[src/rtl/perceptron_cmd_responder.sv]
// perceptron_cmd_responder
//   Byte-oriented command front end for a two-input perceptron. It decodes
//   opcodes arriving from a UART receiver. READ returns the stored weights and
//   the perceptron result. WRITE_WEIGHTS and WRITE_INPUTS each load a register
//   pair from a 4-byte payload. Every response is sent one byte at a time using
//   the tx_start/tx_busy handshake.
// Ports:
//   clk, rst                 clock, synchronous active-high reset
//   rx_valid/rx_data/rx_error received byte strobe, byte, framing error
//   tx_start/tx_data/tx_busy  transmit request, byte, transmitter busy
//   weight1/2, input1/2       stored words
//   result                    perceptron output (already stepped)
//   weights_we, inputs_we     one-cycle pulse when a pair is updated
//   cont_state                current FSM state code
module perceptron_cmd_responder #(
  parameter int unsigned DATA_WIDTH     = 16,
  parameter int unsigned TIMEOUT_CYCLES = 120000
) (
  input  logic                  clk,
  input  logic                  rst,
  input  logic                  rx_valid,
  input  logic [7:0]            rx_data,
  input  logic                  rx_error,
  output logic                  tx_start,
  output logic [7:0]            tx_data,
  input  logic                  tx_busy,
  output logic [DATA_WIDTH-1:0] weight1,
  output logic [DATA_WIDTH-1:0] weight2,
  output logic [DATA_WIDTH-1:0] input1,
  output logic [DATA_WIDTH-1:0] input2,
  input  logic [DATA_WIDTH-1:0] result,
  output logic                  weights_we,
  output logic                  inputs_we,
  output logic [4:0]            cont_state
);

  localparam int unsigned TW = $clog2(TIMEOUT_CYCLES + 1);

  localparam logic [7:0] OP_READ     = 8'd5;
  localparam logic [7:0] OP_WR_W     = 8'd50;
  localparam logic [7:0] OP_WR_I     = 8'd51;
  localparam logic [7:0] RSP_READ    = 8'd100;
  localparam logic [7:0] RSP_OK      = 8'd101;
  localparam logic [7:0] RSP_ERR     = 8'd102;

  typedef enum logic [4:0] {
    S_IDLE         = 5'd0,
    S_RX_PAYLOAD   = 5'd1,
    S_COMMIT       = 5'd2,
    S_TX_LOAD      = 5'd3,
    S_TX_WAIT_BUSY = 5'd4,
    S_TX_WAIT_DONE = 5'd5,
    S_ERROR        = 5'd6
  } state_t;

  state_t                state_q, state_d;
  logic [1:0]            byte_cnt_q, byte_cnt_d;
  logic [31:0]           pay_q, pay_d;
  logic                  target_q, target_d;   // 1: inputs pair, 0: weights pair
  logic [TW-1:0]         timer_q, timer_d;
  logic [7:0]            resp_q [8];
  logic [7:0]            resp_d [8];
  logic [2:0]            len_q, len_d;
  logic [2:0]            idx_q, idx_d;
  logic [DATA_WIDTH-1:0] w1_q, w1_d, w2_q, w2_d, i1_q, i1_d, i2_q, i2_d;
  logic                  weights_we_q, weights_we_d;
  logic                  inputs_we_q, inputs_we_d;

  logic [15:0] w1_16, w2_16, res_16;

  assign w1_16  = 16'(w1_q);
  assign w2_16  = 16'(w2_q);
  assign res_16 = 16'(result);

  always_comb begin
    state_d      = state_q;
    byte_cnt_d   = byte_cnt_q;
    pay_d        = pay_q;
    target_d     = target_q;
    timer_d      = timer_q;
    resp_d       = resp_q;
    len_d        = len_q;
    idx_d        = idx_q;
    w1_d         = w1_q;
    w2_d         = w2_q;
    i1_d         = i1_q;
    i2_d         = i2_q;
    weights_we_d = 1'b0;
    inputs_we_d  = 1'b0;
    tx_start     = 1'b0;
    tx_data      = '0;

    case (state_q)
      S_IDLE: begin
        if (rx_error) begin
          state_d = S_ERROR;
        end else if (rx_valid) begin
          idx_d = '0;
          case (rx_data)
            OP_READ: begin
              // The snapshot is taken here, so later result changes do not reach bytes already queued.
              resp_d[0] = RSP_READ;
              resp_d[1] = w1_16[15:8];
              resp_d[2] = w1_16[7:0];
              resp_d[3] = w2_16[15:8];
              resp_d[4] = w2_16[7:0];
              resp_d[5] = res_16[15:8];
              resp_d[6] = res_16[7:0];
              len_d     = 3'd7;
              state_d   = S_TX_LOAD;
            end
            OP_WR_W, OP_WR_I: begin
              target_d   = (rx_data == OP_WR_I);
              byte_cnt_d = '0;
              timer_d    = '0;
              state_d    = S_RX_PAYLOAD;
            end
            default: begin
              resp_d[0] = RSP_ERR;
              len_d     = 3'd1;
              state_d   = S_TX_LOAD;
            end
          endcase
        end
      end

      S_RX_PAYLOAD: begin
        if (rx_error) begin
          state_d = S_ERROR;
        end else if (rx_valid) begin
          pay_d      = {pay_q[23:0], rx_data};
          timer_d    = '0;
          byte_cnt_d = byte_cnt_q + 2'd1;
          if (byte_cnt_q == 2'd3) state_d = S_COMMIT;
        end else if (timer_q == TW'(TIMEOUT_CYCLES - 1)) begin
          state_d = S_ERROR;
        end else begin
          timer_d = timer_q + TW'(1);
        end
      end

      S_COMMIT: begin
        if (rx_error) begin
          state_d = S_ERROR;
        end else begin
          if (target_q) begin
            i1_d        = DATA_WIDTH'(pay_q[31:16]);
            i2_d        = DATA_WIDTH'(pay_q[15:0]);
            inputs_we_d = 1'b1;
          end else begin
            w1_d         = DATA_WIDTH'(pay_q[31:16]);
            w2_d         = DATA_WIDTH'(pay_q[15:0]);
            weights_we_d = 1'b1;
          end
          resp_d[0] = RSP_OK;
          len_d     = 3'd1;
          idx_d     = '0;
          state_d   = S_TX_LOAD;
        end
      end

      S_ERROR: begin
        resp_d[0] = RSP_ERR;
        len_d     = 3'd1;
        idx_d     = '0;
        state_d   = S_TX_LOAD;
      end

      S_TX_LOAD: begin
        tx_start = 1'b1;
        tx_data  = resp_q[idx_q];
        state_d  = S_TX_WAIT_BUSY;
      end

      S_TX_WAIT_BUSY: begin
        tx_start = 1'b1;
        tx_data  = resp_q[idx_q];
        if (tx_busy) state_d = S_TX_WAIT_DONE;
      end

      S_TX_WAIT_DONE: begin
        if (!tx_busy) begin
          if (idx_q == len_q - 3'd1) begin
            state_d = S_IDLE;
          end else begin
            idx_d   = idx_q + 3'd1;
            state_d = S_TX_LOAD;
          end
        end
      end

      default: state_d = S_IDLE;
    endcase
  end

  always_ff @(posedge clk) begin
    if (rst) begin
      state_q      <= S_IDLE;
      byte_cnt_q   <= '0;
      pay_q        <= '0;
      target_q     <= 1'b0;
      timer_q      <= '0;
      len_q        <= '0;
      idx_q        <= '0;
      w1_q         <= '0;
      w2_q         <= '0;
      i1_q         <= '0;
      i2_q         <= '0;
      weights_we_q <= 1'b0;
      inputs_we_q  <= 1'b0;
      for (int unsigned i = 0; i < 8; i++) resp_q[i] <= '0;
    end else begin
      state_q      <= state_d;
      byte_cnt_q   <= byte_cnt_d;
      pay_q        <= pay_d;
      target_q     <= target_d;
      timer_q      <= timer_d;
      len_q        <= len_d;
      idx_q        <= idx_d;
      w1_q         <= w1_d;
      w2_q         <= w2_d;
      i1_q         <= i1_d;
      i2_q         <= i2_d;
      weights_we_q <= weights_we_d;
      inputs_we_q  <= inputs_we_d;
      for (int unsigned i = 0; i < 8; i++) resp_q[i] <= resp_d[i];
    end
  end

  assign weight1    = w1_q;
  assign weight2    = w2_q;
  assign input1     = i1_q;
  assign input2     = i2_q;
  assign weights_we = weights_we_q;
  assign inputs_we  = inputs_we_q;
  assign cont_state = state_q;

endmodule
[config.mk]
export PLATFORM = sky130hd
export DESIGN_NAME = perceptron_cmd_responder
export DESIGN_NICKNAME = d
export VERILOG_FILES = /design/src/rtl/perceptron_cmd_responder.sv
export SDC_FILE = /design/constraint.sdc
export NUM_CORES = 1
export LEC_CHECK = 0
export BUFFER_PORTS_ARGS = -buffer_cell sky130_fd_sc_hd__buf_2
export CAP_MARGIN = 20
export CORE_MARGIN = 4
export CORE_UTILIZATION = 57
export DETAILED_ROUTE_END_ITERATION = 10
export GPL_ROUTABILITY_DRIVEN = 0
export MAX_ROUTING_LAYER = met4
export PLACE_DENSITY = 0.8
export SYNTH_ARGS = -nofsm -noshare
export SYNTH_HDL_FRONTEND = slang
export SYNTH_SLANG_ARGS = --single-unit
[constraint.sdc]
create_clock -name clk -period 2.75 [get_ports clk]
set_input_delay 0.4125 -clock clk [delete_from_list [all_inputs] [get_ports clk]]
set_output_delay 0.4125 -clock clk [all_outputs]
set_load 0.01 [all_outputs]
==> results.json <==
{
  "route.antenna.remaining_nets": 0,
  "yosysWarnings": 0,
  "gr-usage-all-layers": 0.274,
  "path_delay_family": "flip-flops",
  "synth_edf_count": 0,
  "clk_path_buf_depth": 2,
  "ir_worst_vdd_mv": 0.482,
  "post_cts_buffers": 0,
  "relSlewSlack": 0.459,
  "dieArea_mm2": 0.0149,
  "grt_pass1_wl_um": 31300,
  "outcome": "finished clean",
  "cap_violations": 0,
  "crit_path_max_incr_delay_ns": 0.62,
  "num_vias": 7022,
  "cp_common_cell": "buf_4",
  "hpwl_um": 13000,
  "hold_viol_final": 0,
  "io_pins": 109,
  "routedWlPerCell_um": 16.0,
  "worstMarginPinSlew_ns": 0.805,
  "drc": 0,
  "fillers": 1105,
  "drt_iter0_drc": 692,
  "grt_max_degree": 79,
  "worstPathRequired_ns": 2.34,
  "setup_viol": 0,
  "netlist_instances": 951,
  "path_max_fanout": 15,
  "ys.flop_type": "dfxtp_1",
  "core-area_mm2": 0.0127,
  "drv_slew": 0,
  "rows": 41,
  "root_buffer": "clkbuf_16",
  "post_cts_resized": 0,
  "synth_top_area_cell": "dfxtp_1",
  "htree_levels": 4,
  "synth.yosys.seq_area_share": 0.478,
  "r2r_slack_ns": 0.38,
  "syn-cell-area_mm2": 0.00741,
  "layout_setup_ws_ns": 0.242,
  "start_util": 0.584,
  "fin_crit_ns": 2.51,
  "die_w_um": 122,
  "ys_types": 66,
  "yosys-top-cells-count": "nand2_1 (318), dfxtp_1 (177), a21oi_1 (166), clkbuf_1 (43), nor2_1 (40)",
  "numCtsBuffers": 17,
  "first_pass_iters": 9,
  "wl_um": 19400,
  "finClkSkew_ns": 0.0111,
  "yosysMostFrequentCell": "nand2_1",
  "dp_slack_ns": 0.224,
  "cp.arrival_ns": 2.10,
  "synth_async_sr_flop_share": 0,
  "critical_path_class": "flop to output port",
  "end_kind": "output port",
  "ys_ff_latch": 177,
  "grt_pass1_vias": 6337,
  "cts_tree": "done",
  "antenna_found_initial": 0,
  "insertedDiodeCount": 0,
  "crit_path_start_kind": "flop",
  "total_leakage_power_nw": 3.18,
  "clkTransAtPathRegs_ns": 0.07,
  "layout-drive-gt1-share": 0.175,
  "die_h_um": 122,
  "fmax_mhz": 399,
  "hp-class": "input pin to flop",
  "synthTopCellsByArea": "dfxtp_1 (48%), nand2_1 (16%), a21oi_1 (11%)",
  "hold_buffers": 0,
  "setup_tns_ns": 0,
  "p_per_area_mw_per_mm2": 647,
  "period_share": 0.912,
  "io_buffer_count": 106,
  "synthToLayoutAreaGrowth_pct": 16.7,
  "rsz0062_at_grt": "false",
  "cp.buffers_inverters": 3,
  "synth_top_area_share": 0.478,
  "final_net_count": 1061,
  "avgSynthCellArea_um2": 7.79,
  "grt_overflow": 0,
  "clock_sinks": 177,
  "viasPerCell": 5.79,
  "critPathSlowestCell": "dfxtp_1",
  "cp_cell_sequence": "buf_4 -> and3_1 -> a21oi_1 -> buf_4 -> a211oi_1 -> buf_2",
  "clkLatencyLatePin_ns": 0.44
}
sequential cells by signal, summed over array words and instances, names as in the netlist:
| register | count |
|---|---|
| target_q | 1 |
| idx_q | 3 |
| input2 | 16 |
| resp_q | 51 |
| weight1 | 16 |
| weights_we | 1 |
| weight2 | 16 |
| byte_cnt_q | 2 |
| len_q | 2 |
| timer_q | 17 |
| input1 | 16 |
| inputs_we | 1 |
| cont_state | 3 |
| pay_q | 32 |
power breakdown:
| group | internal, mW | switching [mW] | leakage [nW] |
|---|---|---|---|
| logic | 0.162 | 0.322 | 1.45 |
| clock network | 1.43 | 1.05 | 0.304 |
| registers | 2.59 | 0.0374 | 1.43 |
worst min-delay path: stages:
cell	delay, ns
buf_2	0.09
nand2_1	0.04
a21oi_1	0.05
area by class of cell:
cell class                      instances  area, µm²  share of cell area
Multi-Input combinational cell        694       3510               0.406
Tap cell                              172        215              0.0249
Sequential cell                       177       3540               0.410
Clock buffer                           20        467              0.0540
Timing Repair Buffer                  129        731              0.0845
Inverter                                9       33.8             0.00391
Clock inverter                         12        145              0.0168
layout by cell type, fill, tap and decap left out, types with 6 or more instances in the layout:
cell type,Yosys,final
nand2_1,318,318
dfxtp_1,177,176
a21oi_1,166,166
buf_2,19,105
nor2_1,40,40
buf_4,4,22
nand3_1,18,18
clkbuf_16,0,17
mux2i_1,11,11
nand2b_1,10,10
nor3_1,9,9
inv_1,8,8
a211oi_1,8,8
o21ai_0,7,7
mux2_2,7,7
a31oi_1,7,7
a311oi_1,7,7
nor2b_1,6,6
stage by stage:
| step | util | instances | instance area (µm²) | hold slack (ns) | power [mW] |
|---|---|---|---|---|---|
| 6_report | 0.682 | 1213 | 8640 | 0.215 | 5.59 |
| 5_1_grt | 0.682 | 1213 | 8640 | 0.215 | 5.78 |
| 4_1_cts | 0.682 | 1213 | 8640 | 0.208 | 5.61 |
| 3_5_place_dp | 0.634 | 1181 | 8030 | 0.445 | 3.16 |
| 3_3_place_gp | 0.634 | 1181 | 8030 | 0.435 | 3.16 |
| 2_1_floorplan | - | 952 | 7410 | 0.428 | 2.99 |
worst paths after layout:
check                      from    endpoint  cells after the start
setup / recovery  cont_state[0]  tx_data[1]                      6
hold / removal       result[11]  resp_q[19]                      3
setup reg to reg     timer_q[0]  timer_q[4]                      6
hold reg to reg      input2[12]  input2[12]                      2
kinds of logic (layout without fill, tap and decap cells):
| family | Yosys count | after routing | share of synthesized area |
|---|---|---|---|
| flops | 177 | 177 | 0.478 |
| compound gates | 232 | 232 | 0.182 |
| mux | 20 | 20 | 0.0316 |
| fa+ha+maj | 4 | 4 | 0.00676 |
| xor+xnor | 3 | 3 | 0.00355 |
| simple gates | 433 | 433 | 0.248 |
| other cells | 1 | 2 | 0.000506 |
| buf+inv | 81 | 170 | 0.0493 |
per-layer routing:
layer	share of wire	vias to the layer above	global-route usage
met3	0.065	48	0.0539
met2	0.49	250	0.435
met1	0.43	3329	0.352
li1	-	3395	-
met4	0.021	0	0.0903
met5	0	-	-
Note: power is estimated with default switching activity, not from simulation.
